`src/rtl/gate_truth_table_sequencer.sv`:
```
// Stimulus/checker sequencer for a 2-input gate under test: walks rows 0..3, samples gate_out,
// and compares it to EXPECTED_TT. Optional macro STOP_ON_FAIL_EN ends the run at the first bad row.
module gate_truth_table_sequencer #(
    parameter int unsigned SETTLE_CYCLES = 2,
    parameter logic [3:0]  EXPECTED_TT   = 4'b1001
) (
    input  logic       i_clk,
    input  logic       i_reset_n,
    input  logic       i_start,
    input  logic       i_gate_out,
    output logic       o_gate_a,
    output logic       o_gate_b,
    output logic [1:0] o_row,
    output logic       o_busy,
    output logic       o_done,
    output logic       o_pass,
    output logic [3:0] o_captured_tt,
    output logic [3:0] o_fail_mask
);

    localparam logic [2:0] S_IDLE    = 3'd0;
    localparam logic [2:0] S_DRIVE   = 3'd1;
    localparam logic [2:0] S_SETTLE  = 3'd2;
    localparam logic [2:0] S_CAPTURE = 3'd3;
    localparam logic [2:0] S_DONE    = 3'd4;

    localparam logic [3:0] SETTLE_LD = SETTLE_CYCLES[3:0];

    logic [2:0] r_state;
    logic [1:0] r_row;
    logic       r_gate_a;
    logic       r_gate_b;
    logic       r_busy;
    logic       r_done;
    logic       r_pass;
    logic [3:0] r_captured_tt;
    logic [3:0] r_fail_mask;
    logic [3:0] r_settle_cnt;

    logic       w_row_fail;
    logic       w_stop;
    logic [1:0] w_row_inc;
    logic [3:0] w_cap_nxt;
    logic [3:0] w_fm_nxt;

    assign w_row_fail = i_gate_out ^ EXPECTED_TT[r_row];
    assign w_row_inc  = r_row + 2'd1;

`ifdef STOP_ON_FAIL_EN
    assign w_stop = w_row_fail;
`else
    assign w_stop = 1'b0;
`endif

    always_comb begin
        w_cap_nxt        = r_captured_tt;
        w_fm_nxt         = r_fail_mask;
        w_cap_nxt[r_row] = i_gate_out;
        w_fm_nxt[r_row]  = w_row_fail;
    end

    always_ff @(posedge i_clk or negedge i_reset_n) begin
        if (!i_reset_n) begin
            r_state       <= S_IDLE;
            r_row         <= 2'd0;
            r_gate_a      <= 1'b0;
            r_gate_b      <= 1'b0;
            r_busy        <= 1'b0;
            r_done        <= 1'b0;
            r_pass        <= 1'b0;
            r_captured_tt <= 4'd0;
            r_fail_mask   <= 4'd0;
            r_settle_cnt  <= 4'd0;
        end else begin
            case (r_state)
                S_IDLE, S_DONE: begin
                    if (i_start) begin
                        r_state       <= S_DRIVE;
                        r_row         <= 2'd0;
                        r_gate_a      <= 1'b0;
                        r_gate_b      <= 1'b0;
                        r_busy        <= 1'b1;
                        r_done        <= 1'b0;
                        r_pass        <= 1'b0;
                        r_captured_tt <= 4'd0;
                        r_fail_mask   <= 4'd0;
                    end
                end
                S_DRIVE: begin
                    if (SETTLE_CYCLES != 0) begin
                        r_state      <= S_SETTLE;
                        r_settle_cnt <= SETTLE_LD;
                    end else begin
                        r_state <= S_CAPTURE;
                    end
                end
                S_SETTLE: begin
                    if (r_settle_cnt <= 4'd1) begin
                        r_state <= S_CAPTURE;
                    end else begin
                        r_settle_cnt <= r_settle_cnt - 4'd1;
                    end
                end
                S_CAPTURE: begin
                    r_captured_tt <= w_cap_nxt;
                    r_fail_mask   <= w_fm_nxt;
                    if (r_row == 2'd3 || w_stop) begin
                        r_state <= S_DONE;
                        r_busy  <= 1'b0;
                        r_done  <= 1'b1;
                        r_pass  <= (w_fm_nxt == 4'd0);
                    end else begin
                        // Next row's gate inputs launch on this edge so DRIVE sees them stable.
                        r_row    <= w_row_inc;
                        r_gate_a <= w_row_inc[1];
                        r_gate_b <= w_row_inc[0];
                        r_state  <= S_DRIVE;
                    end
                end
                default: begin
                    r_state <= S_IDLE;
                    r_busy  <= 1'b0;
                end
            endcase
        end
    end

    assign o_gate_a      = r_gate_a;
    assign o_gate_b      = r_gate_b;
    assign o_row         = r_row;
    assign o_busy        = r_busy;
    assign o_done        = r_done;
    assign o_pass        = r_pass;
    assign o_captured_tt = r_captured_tt;
    assign o_fail_mask   = r_fail_mask;

endmodule

```
`config.mk`:
```
export PLATFORM = sky130hd
export DESIGN_NAME = gate_truth_table_sequencer
export DESIGN_NICKNAME = d
export VERILOG_FILES = /design/src/rtl/gate_truth_table_sequencer.sv
export SDC_FILE = /design/constraint.sdc
export NUM_CORES = 1
export LEC_CHECK = 0
export ABC_AREA = 1
export BUFFER_PORTS_ARGS = -buffer_cell sky130_fd_sc_hd__buf_2
export CAP_MARGIN = 25
export CORE_MARGIN = 4
export CORE_UTILIZATION = 33
export CTS_BUF_LIST = sky130_fd_sc_hd__clkbuf_2
export CTS_CLUSTER_SIZE = 10
export DETAILED_ROUTE_END_ITERATION = 10
export SYNTH_ARGS = -nofsm -noshare
export SYNTH_HDL_FRONTEND = slang
export SYNTH_SLANG_ARGS = --single-unit
```
`constraint.sdc`:
```
create_clock -name i_clk -period 1.25 [get_ports i_clk]
set_input_delay 0.1875 -clock i_clk [delete_from_list [all_inputs] [get_ports i_clk]]
set_output_delay 0.1875 -clock i_clk [all_outputs]
set_load 0.1 [all_outputs]
```
* Word level (Yosys, flattened, before mapping)
Cells that the tools add are included.
W data, S select, Z words.
** Word-level totals
- Logic and storage cells :: 70
- Register bits after elaboration :: 22
- Output and inout bits :: 15
- Bits of input ports :: 4
** Cells by class
- $lt $le $gt $ge :: 3
- Bitwise gates (word level) :: 2
- Reduce and logical (&&, ||, !) cells :: 13
- Multiplexer cells :: 30
- Add/subtract/negate cells :: 2
- Equal/unequal tests :: 10
** Operator list (count)
- $pmux W4 S2 :: 3
- $pmux W3 S4 :: 1
- $ne A2 B2 Y1 const B :: 5
- $mux W1 :: 9
- $mux W3 :: 3
- $reduce_and A3 Y1 :: 3
- $bwmux W4 :: 2
- $mux W4 :: 2
- $pmux W1 S2 :: 4
- $eq A3 B2 Y1 const B :: 2
- $reduce_and A2 Y1 :: 3
- $le A4 B1 Y1 const B :: 1
- $logic_not A4 Y1 :: 1
- $mux W2 :: 2
- $pmux W2 S2 :: 1
- $reduce_bool A2 Y1 :: 2
- $reduce_or A2 Y1 :: 2
- $sub A4 B1 Y4 const B :: 1
- $eq A3 B1 Y1 const B :: 1
- $eq A3 B3 Y1 const B :: 1
- $logic_not A3 Y1 :: 1
- $lt A2 B3 Y1 const B :: 1
- $pmux W1 S3 :: 1
- $add A2 B1 Y2 const B :: 1
- other kinds (7) :: 7

* Depth between registers and ports, before layout
Gate-level depths: netlist (run 1).
- Depth after elaboration :: 8
- Depth in mapped cells :: 10
- Depth with buffers taken out :: 10

* Least setup slack after synthesis (run 1)
OpenSTA, ideal clock, no wires.
- Kind :: reg2reg
- Start point :: reg r_row[0], in the netlist o_row[0]
- End point :: reg r_pass, in the netlist o_pass
- Cell stages (with the launch flop) :: 11
- Data arrival time :: 1.885 ns
- Period minus slack after synthesis :: 2.005 ns
- Path slack :: -0.755 ns
- Library setup time :: 0.120 ns
- Required time :: 1.130 ns
- Path through :: dfrtp_1 > inv_1 > ha_1 > inv_1 > nand2_1 > nand2_1 > nand2_1 > nand2_1 > nor2_1 > nand2_1 > nand2_1
** On the way
- Word-level cells in the longest chain between the ends :: 8
** Ends and longest elaborated chain
- from (decl) :: line 30 : logic [1:0] r_row;
- from (signal assigned) :: line 114 : r_row <= w_row_inc;
- $lt A2 B3 Y1 (implied by the code) or $ge A2 B1 Y1 (tied branches) :: line 59 : w_fm_nxt[r_row] = w_row_fail;
- $logic_and A1 B1 Y1 (implied by the code) :: line 59
- $mux W1 (implied by the code) :: line 59
- $demux W1 S2 :: line 59
- $bwmux W4 :: line 59
- $logic_not A4 Y1 :: line 111 : r_pass <= (w_fm_nxt == 4'd0);
- $mux W1 :: line 107 : if (r_row == 2'd3 || w_stop) begin
- $pmux W1 S2 :: line 75 : case (r_state)
- to (signal assigned) :: line 111
- to (decl) :: line 35 : logic r_pass;
Several ways; a longest one is shown, not always the timed one. The select of a mux whose other input is x is not followed.
A chain may end at the register's enable or synchronous reset.

* Final worst setup path (run 1)
Ends and elaborated chain as after synthesis.

==> results by group, run 1 <==
Outcome
  – Status: finished with violations
  – Failing checks: setup timing

Setup path
  – Critical Path Fanout Max: 4
  – CP Capture Type: register
  – Top cell by count, worst path: nand2_1
  – Crit path from: o_row[0]$_DFFE_PN0P_
  – CP startpoint kind: register
  – Worst Path Required: 1.54 ns
  – Critical path, cell by cell: inv_4, ha_4, nand2_2, nand3_2, nand2_2, nand2_1, nor2_1, nand2_1, nand2_1
  – CP max stage delay: about 0.55 ns
  – Worst EP arrival: 1.67 ns
  – Critical path class: register to register
  – Cells on worst reg2reg path: 9
  – Crit path buf inv count: 1
  – Worst path depth: 9
  – Reg2Reg Setup Slack: -0.13 ns
  – Worst r2r src: o_row[0]$_DFFE_PN0P_
  – Top delay family on crit path: flip-flops
  – Slowest cell on the critical path: dfrtp_4

Yosys
  – Ys flop type: dfrtp_1
  – Mapped Area: 1114 sq um
  – Synth Net Count: roughly 150
  – Area leader, netlist: dfrtp_1
  – Syn Area/Cell: around 8 sq um
  – Synth top area cells: dfrtp_1 (45%), nand2_1 (17%), inv_1 (7.1%)
  – Sequential fraction of the synthesis area: 44.94%
  – Post-synth EDFFs: 0
  – Cell count after synthesis: between 100 and 150
  – Yosys top cell area share: between 40% and 50%
  – Post-synth cell types: 23
  – Post-synth ARST share: 100.0%
  – Flip-flop and latch count after synthesis: 20
  – YS warnings: 0

Timing
  – Setup WS post-layout: -0.1346 ns
  – RSZ-0062 raised after global routing: true
  – Fmax: between 700 and 800 MHz
  – Setup violators final: 11
  – Slew @ Worst Pin: ~0.45 ns
  – Rel. slew slack: 70.04%
  – Period utilization: 110.8%
  – Hold Vio Cnt, Final: 0
  – Clk_skew: 0.003243 ns
  – Max-slew violation count: 0
  – Fin crit period: approximately 1.4 ns
  – TNS Setup: -0.8578 ns

Run
  – Max Cap Viol: 0

Finish
  – Commonest non-fill, non-tap cells in the layout: nand2_1 (42), dfrtp_1 (16), buf_4 (16), buf_12 (15), inv_1 (12)
  – Antenna Cells: 0
  – Most common cell after layout, fill and taps aside: nand2_1
  – Layout Nets: 190
  – Layout area overhead: 59.66%
  – Share of layout cells above drive strength 1: between 40% and 50%
  – Final Cell Area: 1778 sq um

Min path
  – Hold WC Path Type: primary input to register
  – Hold Path Stages: 3
  – Worst hold start: i_gate_out

CTS
  – Reg clk slew, reported paths: ~0.2 ns
  – TritonCTS clock tree: yes
  – Max Buffers Root-to-Sink: 2
  – Total CTS buffers: 3
  – Worst-Skew Late Latency: 0.33 ns
  – Htree depth: 1
  – Clock Tree Root: clkbuf_2
  – Sink Count: 20

Drt
  – Drt first pass iters: 4
  – Wire per inst: roughly 12 microns
  – Via Count: between 1000 and 1500
  – DRC viols: 0
  – Total wire length: 2687 microns
  – Antenna viol nets, final: 0
  – Initial DRC count: 50
  – Routed vias/inst: 4.673

Global route
  – Vias in the first global route: 1087
  – First-pass GRT wire length: roughly 4700 microns
  – Maximum number of pins on one net before global-route repair: 21
  – Initial antenna violation count: 0
  – Tot GR Track Use: between 10% and 20%
  – Total congestion overflow: 0

Placement
  – DP Worst Slack: -0.1433 ns
  – DP HPWL: between 1500 and 2000 microns
  – Post-DP Area: around 1600 sq um
  – Port-buffer cells: 18
  – Placer congestion estimate: between 0.8 and 0.9

Floorplanning
  – Placeable Area: 3128 sq um
  – I/O pin cnt: 19
  – DIE AREA: 4368 sq um
  – Die width: 66.09 microns
  – Initial core utilization: between 30% and 40%
  – Die span in y: 66.09 microns
  – Rows: 20
-- per-stage QoR --
step,std cells,hold slack (ns),util [%]
after global routing,223,0.1346,56.84
final,223,0.1522,56.84
after floorplan,141,-0.1081,-
after detailed placement,214,0.1699,50.80
after global placement,214,0.1645,50.80
after CTS,222,0.1291,55.20
-- synth_stat cells, types with 2 or more instances --
library cell,instances
nor2_1,5
nand4_1,2
inv_1,21
buf_4,2
nand3_2,2
dfrtp_1,20
nand2_2,3
nand2_1,51
ha_1,6
o21ai_0,9
nand3_1,7
o21ai_2,2
-- sequential cells by signal (all words and copies together) (netlist names) --
name,flops
o_pass,1
o_done,1
o_row,2
o_fail_mask,4
r_settle_cnt,4
o_captured_tt,4
r_state,3
o_busy,1
-- path summary, 6_finish.rpt --
path | end
min in group asynchronous | o_fail_mask[2]$_DFFE_PN0P_
max in group asynchronous | o_row[1]$_DFFE_PN0P_
worst max register to register | o_pass$_DFFE_PN0P_
worst min register to register | r_state[2]$_DFFE_PN0P_
worst min-delay path | o_captured_tt[2]$_DFFE_PN0P_
worst max-delay path | o_pass$_DFFE_PN0P_
-- per-layer routing --
layer	vias to the layer above	track usage (%)	wire (microns)
met5	-	0	0
met4	0	5.076	40
met3	7	3.401	89
met2	22	23.17	1398
met1	496	16.38	1159
li1	517	-	-
-- final cells by class --
type	instances	area [sq um]
fillers	304	1350
multi-input cells	96	609.3
flip-flops and latches	20	510.5
repair buffers	37	467.9
inverters	22	90.09
well taps	44	55.05
clock inverters	1	30.03
clock buffers	3	15.01
-- cell families after synthesis --
logic type | share of synthesized area [%]
buffers and inverters | 9.775
AO/OA/AOI/OAI | 9.327
AND/OR/NAND/NOR | 29.21
adder cells (fa/ha/maj) | 6.741
flip-flops | 44.94
-- worst reg2reg max path: stages (launching register included) --
cell     delay, ns
dfrtp_4       0.55
inv_4         0.08
ha_4          0.21
nand2_2       0.09
nand3_2       0.09
nand2_2       0.09
nand2_1       0.05
nor2_1        0.09
nand2_1       0.05
nand2_1       0.05
-- timing repair --
item / 4_1_cts / 5_1_grt
pin swaps: 6 / 7
buffers inserted: 3 / 1
setup endpoints to repair: 19 / 23
endpoints found under the hold margin: 20 / 0
gates resized for setup: 20 / 15
hold buffers: 1 / 0
Power of run 1 is left out: the tool's default activity adds up to more than one toggle a clock period on the data nets, which glitch-free logic cannot reach.
==> inputs of run 2 (changes only) <==
Settings changed: PLACE_DENSITY set to 0.64.
==> run 2 against run 1 <==
Against the previous run:
- global-route usage is 0.24 points higher
- worst hold slack worse by 0.015 ns
- cell count rose by 0.90%
- the run still ends with setup timing left
- via count hardly changed
- critical path type unchanged
- clock skew up 0.019 ns
- utilization grew 0.76 points
- register-to-register slack is essentially flat
- wire length rose by 1.3%
- count of clock-buffer cells in the layout did not move
- sequential share of layout area shrank 0.17 points
- setup slack got worse by 0.0023 ns
==> results by group, run 2 (same netlist as run 1, synthesis figures left out) <==
Outcome
  – Status: finished with violations
  – Failing checks: setup timing

CTS
  – Worst-Skew Late Latency: 0.33 ns (about the same)
  – Htree depth: 1 (unchanged)
  – Total CTS buffers: 3 (unchanged)
  – Max Buffers Root-to-Sink: 2 (unchanged)
  – Reg clk slew, reported paths: 0.21 ns (about the same)
  – TritonCTS clock tree: yes
  – Sink Count: 20 (unchanged)
  – Clock Tree Root: clkbuf_2

Timing
  – Period utilization: 111.0% (+0.19 points)
  – Max-slew violation count: 0 (unchanged)
  – Fmax: 721.0 MHz (-0.17%)
  – Clk_skew: 0.02230 ns (+0.01905 ns)
  – Rel. slew slack: 70.72% (+0.68 points)
  – Slew @ Worst Pin: 0.4392 ns (-0.01019 ns)
  – Setup WS post-layout: -0.1370 ns (-0.002342 ns)
  – Fin crit period: 1.387 ns (+0.002342 ns)
  – RSZ-0062 raised after global routing: true
  – TNS Setup: -0.6665 ns (+0.1912 ns)
  – Hold Vio Cnt, Final: 0 (unchanged)
  – Setup violators final: 10 (-1)

Drt
  – Wire per inst: 12.10 microns (+0.44%)
  – Initial DRC count: 27 (-46%)
  – Routed vias/inst: 4.627 (-0.98%)
  – Via Count: 1041 (-0.096%)
  – Total wire length: 2723 microns (+1.3%)
  – DRC viols: 0 (unchanged)
  – Antenna viol nets, final: 0 (unchanged)
  – Drt first pass iters: 4 (unchanged)

Placement
  – DP HPWL: 2030 microns (+3.8%)
  – Port-buffer cells: 18 (unchanged)
  – Placer congestion estimate: 0.7976 (-4.3%)

Floorplanning
  – Rows: 20 (unchanged)
  – DIE AREA: 4368 sq um (unchanged)
  – Placeable Area: 3128 sq um (unchanged)
  – Die span in y: 66.09 microns (unchanged)
  – I/O pin cnt: 19 (unchanged)
  – Initial core utilization: 35.60% (unchanged)
  – Die width: 66.09 microns (unchanged)

Finish
  – Layout Nets: 192 (+1.1%)
  – Multi-input gate area: 614.3 sq um (+0.82%)
  – Layout area overhead: 61.80%
  – Share of layout cells above drive strength 1: 49.17% (+3.9 points)
  – Commonest non-fill, non-tap cells in the layout: nand2_1 (41), buf_4 (18), buf_12 (15), dfrtp_1 (13), nand2_2 (12)
  – Most common cell after layout, fill and taps aside: nand2_1
  – Antenna Cells: 0 (unchanged)
  – Fillers: 271 (-11%)
  – FF/Latch Area: 514.2 sq um (+0.74%)

Setup path
  – Reg2Reg Setup Slack: -0.14 ns (about the same)
  – Worst EP arrival: 1.62 ns (-0.05 ns)
  – Worst Path Required: 1.48 ns (-0.06 ns)
  – Critical Path Fanout Max: 4 (unchanged)
  – Critical path class: register to register
  – CP Capture Type: register
  – CP startpoint kind: register

Global route
  – Maximum number of pins on one net before global-route repair: 21 (unchanged)
  – Vias in the first global route: 1118 (+2.9%)
  – Tot GR Track Use: 13.85% (+0.24 points)
  – First-pass GRT wire length: 4698 microns (+1.0%)
  – Total congestion overflow: 0 (unchanged)
  – Initial antenna violation count: 0 (unchanged)

Min path
  – Hold WC Path Type: primary input to register

Run
  – Max Cap Viol: 0 (unchanged)
-- run 2: cell types whose count changed in the layout (fill, tap and decap cells not counted), moves of 2 or more --
cell,before,now
o21ai_0,4,1
o21ai_1,5,8
buf_4,16,18
dfrtp_2,2,5
dfrtp_1,16,13
-- run 2: what timing repair did --
| action | in CTS | in global routing |
|---|---|---|
| hold buffers | 1 | 0 |
| endpoints found under the hold margin | 20 | 0 |
| setup buffers | 2 | 5 |
| cloned | 0 | 0 |
| endpoints found under the setup margin | 19 | 25 |
| pin swaps | 2 | 4 |
| resized for setup | 22 | 22 |
-- run 2: metrics by stage --
step / hold WS, ns / area [sq um] / instances / setup WS [ns] / utilization (%)
global route: 0.1059 / 1802 / 225 / -0.2073 / 57.60
detailed placement: 0.1612 / 1582 / 213 / -0.09966 / 50.56
CTS: 0.1170 / 1719 / 220 / -0.1179 / 54.96
floorplan: -0.1081 / 1140 / 141 / -0.2166 / -
global placement: 0.1586 / 1582 / 213 / -0.07196 / 50.56
finish: 0.1377 / 1802 / 225 / -0.1370 / 57.60
-- run 2: worst paths after layout --
path,start,depth (start not counted),to
worst min register to register,r_state[2]$_DFFE_PN0P_,2,r_state[2]$_DFFE_PN0P_
max in group asynchronous,i_reset_n,2,o_row[1]$_DFFE_PN0P_
worst max-delay path,o_row[0]$_DFFE_PN0P_,10,o_pass$_DFFE_PN0P_
min in group asynchronous,i_reset_n,2,r_state[1]$_DFFE_PN0P_
worst max register to register,o_row[0]$_DFFE_PN0P_,10,o_pass$_DFFE_PN0P_
worst min-delay path,i_gate_out,3,o_captured_tt[0]$_DFFE_PN0P_
-- run 2: cell type report --
class / count / share of cell area, %
multi-input cells: 96 / 34.10
clock buffers: 3 / 0.8333
flip-flops and latches: 20 / 28.54
clock inverters: 1 / 1.667
inverters: 22 / 5.000
repair buffers: 39 / 26.81
well taps: 44 / 3.056
-- run 2: per-layer routing --
layer	share of wire, %	vias up	GRT usage, %
met5	0	-	0
met4	0	0	3.046
met3	3.5	0	4.082
met2	54	19	24.78
met1	43	508	16.16
li1	-	514	-
-- run 2: critical path, cell delays in order (launching register included) --
cell	delay [ns]
dfrtp_4	0.55
inv_4	0.08
ha_4	0.21
inv_2	0.05
nand2_2	0.06
nand2_2	0.07
nand2_1	0.05
nand2_1	0.07
nor2_1	0.05
nand2_1	0.06
nand2_1	0.05
Power of run 2 is left out for the same reason.
==> inputs of run 3 (changes only) <==
--- a/config.mk
+++ b/config.mk
@@ -18,2 +18,3 @@
 export SYNTH_HDL_FRONTEND = slang
 export SYNTH_SLANG_ARGS = --single-unit
+export TNS_END_PERCENT = 10
==> constraint.sdc (replaced) <==
create_clock -name i_clk -period 1.25 [get_ports i_clk]
set_input_delay 0.0625 -clock i_clk [delete_from_list [all_inputs] [get_ports i_clk]]
set_output_delay 0.0625 -clock i_clk [all_outputs]
set_load 0.1 [all_outputs]
==> run 3 against run 2 <==
Against the previous run:
- sequential cell count unchanged
- wire length shrank 5.4%
- non-clock buffer count fell by 4
- die area did not move
- the flow still finishes with violations (setup timing)
- via count decreased by 3.5%
- highest routed layer is now met4
- global-route usage down 1.4 points
==> results by group, run 3 (same netlist as run 1, synthesis figures left out) <==
Outcome
  – Status: finished with violations
  – Failing checks: setup timing

Finish
  – Layout Nets: 188 (-2.1%)
  – Most common cell after layout, fill and taps aside: nand2_1
  – Commonest non-fill, non-tap cells in the layout: nand2_1 (44), buf_4 (20), dfrtp_1 (17), inv_1 (12), nand2_2 (9)
  – Fillers: 312 (+15%)
  – Antenna Cells: 0 (unchanged)
  – Share of layout cells above drive strength 1: 42.94% (-6.2 points)
  – Layout area overhead: 42.81%

CTS
  – Htree depth: 1 (unchanged)
  – Worst-Skew Late Latency: 0.33 ns (about the same)
  – Clock Tree Root: clkbuf_2
  – Reg clk slew, reported paths: 0.21 ns (about the same)
  – Max Buffers Root-to-Sink: 2 (unchanged)
  – Sink Count: 20 (unchanged)
  – Total CTS buffers: 3 (unchanged)
  – TritonCTS clock tree: yes

Setup path
  – CP max stage delay: 0.54 ns (about the same)
  – Worst EP arrival: 1.61 ns (about the same)
  – Top cell by count, worst path: nand2_2
  – FF-to-FF End: o_fail_mask[1]$_DFFE_PN0P_
  – Reg2Reg Setup Slack: -0.11 ns (+0.03 ns)
  – Worst Path Required: 1.50 ns (+0.02 ns)
  – Cells on worst reg2reg path: 8 (-2)
  – Critical Path Fanout Max: 3 (-1)
  – Worst r2r src: o_row[1]$_DFFE_PN0P_
  – Worst path depth: 8 (-2)
  – Critical path class: register to register
  – Crit path buf inv count: 3 (+1)
  – Slowest cell on the critical path: dfrtp_4
  – CP Capture Type: register
  – Top delay family on crit path: flip-flops
  – CP startpoint kind: register
  – Critical path, cell by cell: inv_4, ha_4, inv_2, nand2_2, nand3_2, nand2_2, buf_4, o22ai_1

Global route
  – First-pass GRT wire length: 4305 microns (-8.4%)
  – Vias in the first global route: 1008 (-9.8%)
  – Total congestion overflow: 0 (unchanged)
  – Global route hottest layer: met2
  – Maximum number of pins on one net before global-route repair: 21 (unchanged)
  – Initial antenna violation count: 0 (unchanged)
  – Met2 usage: 21.07% (-3.7 points)
  – Met1 Usage GRT: 15.72% (-0.44 points)
  – Tot GR Track Use: 12.50% (-1.4 points)
  – M3 GR Usage: 4.082% (unchanged)

Floorplanning
  – I/O pin cnt: 19 (unchanged)
  – DIE AREA: 4368 sq um (unchanged)
  – Die width: 66.09 microns (unchanged)
  – Initial core utilization: 35.60% (unchanged)
  – Placeable Area: 3128 sq um (unchanged)
  – Rows: 20 (unchanged)
  – Die span in y: 66.09 microns (unchanged)

Timing
  – Hold Vio Cnt, Final: 0 (unchanged)
  – Setup violators final: 19 (+9)
  – Fmax: 737.4 MHz (+2.3%)
  – Max-slew violation count: 0 (unchanged)
  – Slew @ Worst Pin: 0.4863 ns (+0.04709 ns)
  – TNS Setup: -0.8129 ns (-0.1463 ns)
  – Rel. slew slack: 67.80% (-2.9 points)
  – Period utilization: 108.5% (-2.5 points)
  – RSZ-0062 raised after global routing: true
  – Setup WS post-layout: -0.1061 ns (+0.03088 ns)
  – Fin crit period: 1.356 ns (-0.03088 ns)
  – Clk_skew: 0.01224 ns (-0.01006 ns)

Run
  – Max Cap Viol: 0 (unchanged)

Min path
  – Hold WC Path Type: primary input to register
  – Hold Path Stages: 3 (unchanged)
  – Worst hold start: i_gate_out
  – Hold Path Sink: o_captured_tt[0]$_DFFE_PN0P_

Placement
  – Placer congestion estimate: 0.8155 (+2.2%)
  – Port-buffer cells: 18 (unchanged)
  – DP HPWL: 1916 microns (-5.6%)

Drt
  – Total wire length: 2575 microns (-5.4%)
  – Initial DRC count: 43 (+59%)
  – Wire per inst: 11.65 microns (-3.7%)
  – Routed vias/inst: 4.548 (-1.7%)
  – Antenna viol nets, final: 0 (unchanged)
  – DRC viols: 0 (unchanged)
  – Drt first pass iters: 4 (unchanged)
  – Via Count: 1005 (-3.5%)
run 3: cell type report:
cell class | count | area (sq um) | share of cell area (%)
inverter | 22 | 87.58 | 5.507
tap | 44 | 55.05 | 3.462
sequential | 20 | 509.2 | 32.02
timing repair buffer | 35 | 305.3 | 19.20
multi-input combinational | 96 | 588.1 | 36.98
clock buffer | 3 | 15.01 | 0.9441
clock inverter | 1 | 30.03 | 1.888
run 3: layer usage:
metal | vias to the layer above | share of wire, %
met1 | 473 | 46
met3 | 2 | 3.1
met4 | 0 | 0.31
met5 | - | 0
li1 | 510 | -
met2 | 20 | 50
run 3: worst register-to-register path, stage by stage (launching register included):
cell and delay, ns:
dfrtp_4 0.54, inv_4 0.08, ha_4 0.21, inv_2 0.05, nand2_2 0.06, nand3_2 0.06, nand2_2 0.06, buf_4 0.13
o22ai_1 0.11
run 3: metrics by stage:
step	setup WS, ns	instance area [sq um]	utilization [%]	std cells	hold slack (ns)
after floorplan	-0.2191	1139	-	141	-0.2331
after global placement	-0.05114	1423	45.48	214	0.03642
after detailed placement	-0.08264	1423	45.48	214	0.04922
after CTS	-0.1065	1518	48.52	219	0.01421
after global routing	-0.2145	1590	50.84	221	0.02780
final	-0.1061	1590	50.84	221	0.04269
run 3: worst max path at each step:
stage	start	to
2_1_floorplan	o_row[0]$_DFFE_PN0P_	o_pass$_DFFE_PN0P_
6_report	o_row[1]$_DFFE_PN0P_	o_fail_mask[1]$_DFFE_PN0P_
3_3_place_gp	o_row[1]$_DFFE_PN0P_	o_pass$_DFFE_PN0P_
3_5_place_dp	o_row[1]$_DFFE_PN0P_	o_pass$_DFFE_PN0P_
5_1_grt	o_row[0]$_DFFE_PN0P_	o_pass$_DFFE_PN0P_
4_1_cts	o_row[1]$_DFFE_PN0P_	o_pass$_DFFE_PN0P_
run 3: repair_timing:
action / CTS / global route
endpoints found under the hold margin: 20 / 0
hold buffers: 1 / 0
setup buffers: 0 / 2
pin swaps: 2 / 10
endpoints found under the setup margin: 23 / 28
gates resized for setup: 14 / 28
Power of run 3 is left out for the same reason.
